$ cat src/rtl/pipe_stage_skid.sv
// Valid/ready pipeline stage register with a 2-entry skid buffer, flush,
// control-sideband kill on bubbles and a saturating backpressure stall counter.
module pipe_stage_skid #(
    parameter int unsigned DATA_W   = 64,
    parameter int unsigned CTRL_W   = 8,
    parameter int unsigned CNT_W    = 16,
    parameter bit          CLR_DATA = 1'b0
) (
    input  logic              clk,
    input  logic              reset,
    input  logic              flush,
    input  logic              in_valid,
    output logic              in_ready,
    input  logic [DATA_W-1:0] in_data,
    input  logic [CTRL_W-1:0] in_ctrl,
    output logic              out_valid,
    input  logic              out_ready,
    output logic [DATA_W-1:0] out_data,
    output logic [CTRL_W-1:0] out_ctrl,
    output logic [1:0]        occupancy,
    output logic [CNT_W-1:0]  stall_cnt
);

    localparam logic [1:0] ST_EMPTY = 2'd0;
    localparam logic [1:0] ST_ONE   = 2'd1;
    localparam logic [1:0] ST_FULL  = 2'd2;

    localparam logic [CNT_W-1:0] CNT_MAX = {CNT_W{1'b1}};

    logic [1:0]        r_state, w_state_d;
    logic              r_in_ready;
    logic [DATA_W-1:0] r_main_data, w_main_data_d;
    logic [CTRL_W-1:0] r_main_ctrl, w_main_ctrl_d;
    logic [DATA_W-1:0] r_skid_data, w_skid_data_d;
    logic [CTRL_W-1:0] r_skid_ctrl, w_skid_ctrl_d;
    logic [CNT_W-1:0]  r_stall_cnt;

    logic w_out_valid;
    logic w_in_fire;
    logic w_out_fire;

    assign w_out_valid = (r_state != ST_EMPTY);
    assign w_in_fire   = in_valid & r_in_ready;
    assign w_out_fire  = w_out_valid & out_ready;

    always_comb begin
        w_state_d     = r_state;
        w_main_data_d = r_main_data;
        w_main_ctrl_d = r_main_ctrl;
        w_skid_data_d = r_skid_data;
        w_skid_ctrl_d = r_skid_ctrl;
        if (flush) begin
            // Anything accepted this cycle is discarded along with held entries.
            w_state_d = ST_EMPTY;
        end else begin
            case (r_state)
                ST_EMPTY: begin
                    if (w_in_fire) begin
                        w_state_d     = ST_ONE;
                        w_main_data_d = in_data;
                        w_main_ctrl_d = in_ctrl;
                    end
                end
                ST_ONE: begin
                    if (w_in_fire && w_out_fire) begin
                        w_main_data_d = in_data;
                        w_main_ctrl_d = in_ctrl;
                    end else if (w_in_fire) begin
                        w_state_d     = ST_FULL;
                        w_skid_data_d = in_data;
                        w_skid_ctrl_d = in_ctrl;
                    end else if (w_out_fire) begin
                        w_state_d = ST_EMPTY;
                    end
                end
                ST_FULL: begin
                    if (w_out_fire) begin
                        w_state_d     = ST_ONE;
                        w_main_data_d = r_skid_data;
                        w_main_ctrl_d = r_skid_ctrl;
                    end
                end
                default: w_state_d = ST_EMPTY;
            endcase
        end
    end

    always_ff @(posedge clk) begin
        if (reset) begin
            r_state     <= ST_EMPTY;
            r_in_ready  <= 1'b1;
            r_main_data <= '0;
            r_main_ctrl <= '0;
            r_skid_data <= '0;
            r_skid_ctrl <= '0;
            r_stall_cnt <= '0;
        end else begin
            r_state     <= w_state_d;
            // Registered ready derived from next state only, never from out_ready.
            r_in_ready  <= (w_state_d != ST_FULL);
            r_main_data <= w_main_data_d;
            r_main_ctrl <= w_main_ctrl_d;
            r_skid_data <= w_skid_data_d;
            r_skid_ctrl <= w_skid_ctrl_d;
            if (w_out_valid && !out_ready && (r_stall_cnt != CNT_MAX)) begin
                r_stall_cnt <= r_stall_cnt + 1'b1;
            end
        end
    end

    assign in_ready  = r_in_ready;
    assign out_valid = w_out_valid;
    assign out_ctrl  = w_out_valid ? r_main_ctrl : '0;
    assign out_data  = (CLR_DATA && !w_out_valid) ? '0 : r_main_data;
    assign occupancy = r_state;
    assign stall_cnt = r_stall_cnt;

endmodule

$ cat config.mk
export PLATFORM = sky130hd
export DESIGN_NAME = pipe_stage_skid
export DESIGN_NICKNAME = d
export VERILOG_FILES = /design/src/rtl/pipe_stage_skid.sv
export SDC_FILE = /design/constraint.sdc
export NUM_CORES = 1
export LEC_CHECK = 0
export BUFFER_PORTS_ARGS = -buffer_cell sky130_fd_sc_hd__buf_2
export CELL_PAD_IN_SITES_DETAIL_PLACEMENT = 1
export CELL_PAD_IN_SITES_GLOBAL_PLACEMENT = 1
export CORE_MARGIN = 2
export CORE_UTILIZATION = 44
export DETAILED_ROUTE_END_ITERATION = 6
export GPL_TIMING_DRIVEN = 0
export MAX_ROUTING_LAYER = met4
export PLACE_DENSITY_LB_ADDON = 0.1
export SYNTH_ARGS = -nofsm -noshare
export SYNTH_HDL_FRONTEND = slang
export SYNTH_SLANG_ARGS = --single-unit
$ cat constraint.sdc
create_clock -name clk -period 3.33 [get_ports clk]
set_input_delay 0.333 -clock clk [delete_from_list [all_inputs] [get_ports clk]]
set_output_delay 0.333 -clock clk [all_outputs]
set_load 0.01 [all_outputs]
; ---- Word-level counts from Yosys, hierarchy flattened
; Cells that the tools add are included.
[totals]
inputBits = 77
wordCells = 44
out_inout_bits = 92
register_bits = 163
[classes]
mux = 16
reduce_logical = 9
bitwise_logic = 4
add_sub_neg = 1
n_eq_ne = 7
[ops]
columns = operator, count
row1 = $mux W64, 3
row2 = $pmux W64 S3, 1
row3 = $mux W8, 4
row4 = $pmux W8 S3, 1
row5 = $add A16 B1 Y16 const B, 1
row6 = $ne A16 B16 Y1 const B, 1
row7 = $mux W2, 6
row8 = $ne A2 B2 Y1 const B, 4
row9 = $pmux W2 S3, 1
row10 = $reduce_and A5 Y1, 1
row11 = $reduce_and A4 Y1, 1
row12 = $logic_and A1 B1 Y1, 3
row13 = $reduce_bool A3 Y1, 1
row14 = $and A1 B1 Y1, 2
row15 = $eq A2 B1 Y1 const B, 1
row16 = $eq A2 B2 Y1 const B, 1
row17 = $logic_not A2 Y1, 1
row18 = $not A1 Y1, 2
row19 = $reduce_bool A2 Y1, 1
row20 = $logic_not A1 Y1, 1

; ---- Depth between registers and ports, before layout
[depth]
depth_word = 8
depth_mapped = 6
ltp_nobuf = 5

; ---- Worst setup path before layout
; Ideal clock, no wire load.
[synth_path]
kind = reg-to-reg
from = reg r_stall_cnt[0] (netlist: stall_cnt[0])
to = reg r_stall_cnt[13] (netlist: stall_cnt[13])
arrival_time_ns = 1.550
required_time_ns = 3.209
n_path_buf = 0
setup_time_ns = 0.121
stages_incl_launch_ff = 6
period_less_slack_ns = 1.671
path_slack_ns = 1.659
path_cell_list = dfxtp_1 ha_1 nand3_1 nor3_1 nand4b_1 mux2_2
[synth_between]
elab_chain_len = 2
word_cells_on_any_way = 3
classes_between = add/sub (1) / eq/ne (1) / reduce/logical (1)
[synth_rtl]
columns = element, line_no
row1 = from (decl), 36  ; logic [CNT_W-1:0] r_stall_cnt;
row2 = from (signal assigned), 106  ; r_stall_cnt <= r_stall_cnt + 1'b1;
row3 = "parallel branches: the longest is 2 deep, another holds $add A16 B1 Y16", --
; Parallel ways; which one is timed is not known.
; A chain may end at the register's enable or synchronous reset.

; ---- Worst setup path after layout
[layout_path]
from = reg r_state[0] (netlist: occupancy[0])
to = reg r_skid_data[5]
[layout_between]
elab_chain_len = 5
word_cells_on_any_way = 6
classes_between = eq/ne (1) / bitwise (2) / reduce/logical (3)
[layout_rtl]
columns = element, line_no
row1 = from (decl), 30  ; logic [1:0] r_state, w_state_d;
row2 = from (signal assigned), 98  ; r_state <= w_state_d;
row3 = $reduce_bool A2 Y1, 42  ; assign w_out_valid = (r_state != ST_EMPTY);
row4 = $and A1 B1 Y1, 44  ; assign w_out_fire = w_out_valid & out_ready;
row5 = $logic_and A1 B1 Y1, 65  ; if (w_in_fire && w_out_fire) begin
row6 = $not A1 Y1 (no source line), --
row7 = $reduce_and A4 Y1 (no source line) (*), --
row8 = to (signal assigned), 103  ; r_skid_data <= w_skid_data_d;
row9 = to (decl), 34  ; logic [DATA_W-1:0] r_skid_data, w_skid_data_d;
; Mark *: on every way between the ends. The rest lies on a longest branch, timed or not.

==> results.tsv <==
stage	metric	value	unit
clock_tree	cts_tree	yes	
clock_tree	post-cts-setup-buffers	0	
synthesis	synth_seq_cells	163	
die	die_w	132.6	um
synthesis	ys_async_sr_fraction	0	%
place	gp_congestion	0.8263	
status	status	completed	
clock_tree	root_buffer	clkbuf_16	
synthesis	ys_seq_area_share	44.87	%
route	firstDrtPassIters	4	
route	wirelength	22840	um
global_routing	grt_pass1_vias	7071	
power	p_per_area	507.3	mW/mm2
clock_tree	htree_levels	4	
die	std_cell_rows	47	
place	post-dp-hpwl	16540	um
synthesis	ys_types	44	
min_path	hp-class	in -> reg	
timing	tightestPinTransition	0.7764	ns
die	ios	169	
cells_and_area	num-nets-final	1036	
power	combPwrFrac	11.5	%
timing	finalCriticalPeriod	2.183	ns
die	dieArea	0.01757	mm2
critical_path	cp_max_fo	10	
global_routing	grt_first_pass_wirelength	36470	um
clock_tree	cts.sinks	163	
flow_run	cap_viol_max_count	0	
place	placed_area	0.008383	mm2
timing	relSlewSlack	48.05	%
cells_and_area	syn_to_final_growth	23.33	%
global_routing	grt_overflow	0	
route	first_iter_violations	304	
critical_path	crit_path_end_kind	flop	
synthesis	syn-num-nets	850	
synthesis	syn_inst	772	
synthesis	synth_area	0.007272	mm2
synthesis	synthTopCellsByArea	dfxtp_1, a311oi_2, a21oi_1	
power	power_switching	1.215	mW
die	initial_core_util	44.48	%
route	wl_per_cell	19.17	um
critical_path	crit_arrival	2.54	ns
timing	fin_skew	0.008492	ns
synthesis	synth_edf_count	0	
route	drcViolationCount	0	
synthesis	yosys_most_used_dff	dfxtp_1	
global_routing	grt_max_degree	17	
timing	finalHoldViolations	0	
synthesis	avgSynthCellArea	9.420	um2
critical_path	required	3.68	ns
power	p_int	3.334	mW
global_routing	antenna_found_initial	1	
die	core	0.01635	mm2
critical_path	crit_type	reg -> reg	
timing	setup_viol	0	
clock_tree	clock_latency	0.43	ns
timing	rsz0062_at_grt	false	
timing	tns	0	ns
cells_and_area	design_area	0.008969	mm2
clock_tree	cts_resized	0	
die	die_h	132.6	um
clock_tree	path_clk_slew	0.06	ns
place	port_buffers	167	
power	netSwitchingFraction	26.72	%
cells_and_area	fin_util	54.86	%
clock_tree	clk_path_buf_depth	2	
timing	hold-worst-slack	0.1467	ns
cells_and_area	fillers	1943	
timing	drv_slew	0	
clock_tree	ctsHoldBuffers	0	
global_routing	track_usage	26.92	%
synthesis	ys_warn_count	0	
timing	min_period_over_period	65.55	%
power	p_leak	3.798	nW
critical_path	crit_path_start_kind	flop	
power	p_seq_share	45.3	%
timing	fmax	458.2	MHz
synthesis	yosysTopAreaCellShare	44.87	%
cells_and_area	drive_gt1_share	29.79	%
power	peakVddDrop	0.3681	mV
synthesis	synth_top_area_cell	dfxtp_1	
route	vias_per_cell	5.615	
power	pwr-share-clk	43.1	%
route	ant_nets	0	
clock_tree	numCtsBuffers	17	
route	vias	6688	
flip-flops by register name (all words and copies together), names as in the netlist:
name,flops
in_ready,1
occupancy,2
out_data,64
r_main_ctrl,8
r_skid_ctrl,8
r_skid_data,64
stall_cnt,16
placed cells by master, fill, tap and decap left out, types with 3 or more instances in the layout:
| cell type | count |
|---|---|
| a311oi_2 | 60 |
| a311oi_1 | 12 |
| or3_1 | 6 |
| dfxtp_1 | 163 |
| inv_1 | 4 |
| nand2_1 | 150 |
| clkbuf_1 | 44 |
| mux2i_1 | 73 |
| inv_6 | 3 |
| a21oi_1 | 156 |
| clkinvlp_4 | 3 |
| o31ai_1 | 4 |
| nor3_1 | 4 |
| nor2_1 | 7 |
| or4_1 | 5 |
| buf_1 | 5 |
| buf_6 | 7 |
| nand2b_1 | 4 |
| o21ai_0 | 5 |
| nand3_1 | 5 |
| buf_2 | 183 |
| clkinv_4 | 5 |
| clkbuf_16 | 17 |
| nand4_1 | 5 |
| nor2b_1 | 10 |
critical path, stage by stage (launching register included):
cell and delay [ns]:
dfxtp_1 0.48, nand2b_1 0.18, nor3_2 0.66, clkbuf_1 0.50
nand2_1 0.14, a21oi_1 0.15
cell type report:
type	instances	area [um2]	share of cell area, %
Inverter	5	18.77	0.2093
Timing Repair Buffer	167	835.8	9.319
Clock buffer	17	425.4	4.743
Buffer	72	342.8	3.823
Clock inverter	14	157.7	1.758
Tap cell	220	275.3	3.069
Sequential cell	163	3263	36.38
Antenna cell	1	2.502	0.02790
Multi-Input combinational cell	532	3647	40.67
per-stage QoR:
step                      power (mW)  instances  setup slack (ns)
after global routing           4.702       1191            0.9214
after detailed placement       2.627       1159             1.085
final                          4.549       1191             1.147
after CTS                      4.566       1190             1.086
after floorplan                2.413        772             1.659
after global placement         2.599       1159             1.195
final timing paths:
kind / slack, ns / cells after the start / end / from
hold / removal: 0.15 / 3 / r_skid_data[8] / in_data[8]
setup reg to reg: 1.15 / 5 / r_skid_data[5] / occupancy[0]
hold reg to reg: 0.46 / 2 / r_skid_data[55] / r_skid_data[55]
setup / recovery: 1.15 / 5 / r_skid_data[5] / occupancy[0]
Yosys cell counts (all sizes together) (6+ instances only):
cell      n
dfxtp   163
a21oi   156
nand2   150
mux2i    73
a311oi   72
clkbuf   44
buf      28
nor2b    10
nor2      7
nand4     6
or3       6
cell families after synthesis:
kind of cell	share of synthesized area, %
buffers and inverters	4.973
AND/OR/NAND/NOR	13.20
AO/OA/AOI/OAI	26.22
flip-flops	44.87
XOR/XNOR	0.3614
multiplexers	10.20
adder cells (fa/ha/maj)	0.1720
power by group through the flow:
stage | clock network [mW] | logic, mW | registers (mW)
finish | 1.96 | 0.525 | 2.06
global placement | 0 | 0.500 | 2.10
CTS | 1.98 | 0.527 | 2.06
global route | 2.06 | 0.570 | 2.07
floorplan | 0 | 0.291 | 2.12
detailed placement | 0 | 0.522 | 2.10
metal layers:
metal / GRT usage, % / up-vias / wire, um
li1: - / 3174 / -
met1: 32.12 / 3311 / 9978
met2: 45.54 / 170 / 11380
met3: 5.249 / 33 / 991
met4: 9.140 / 0 / 489
met5: - / - / 0
(Power assumes the default switching activity.)
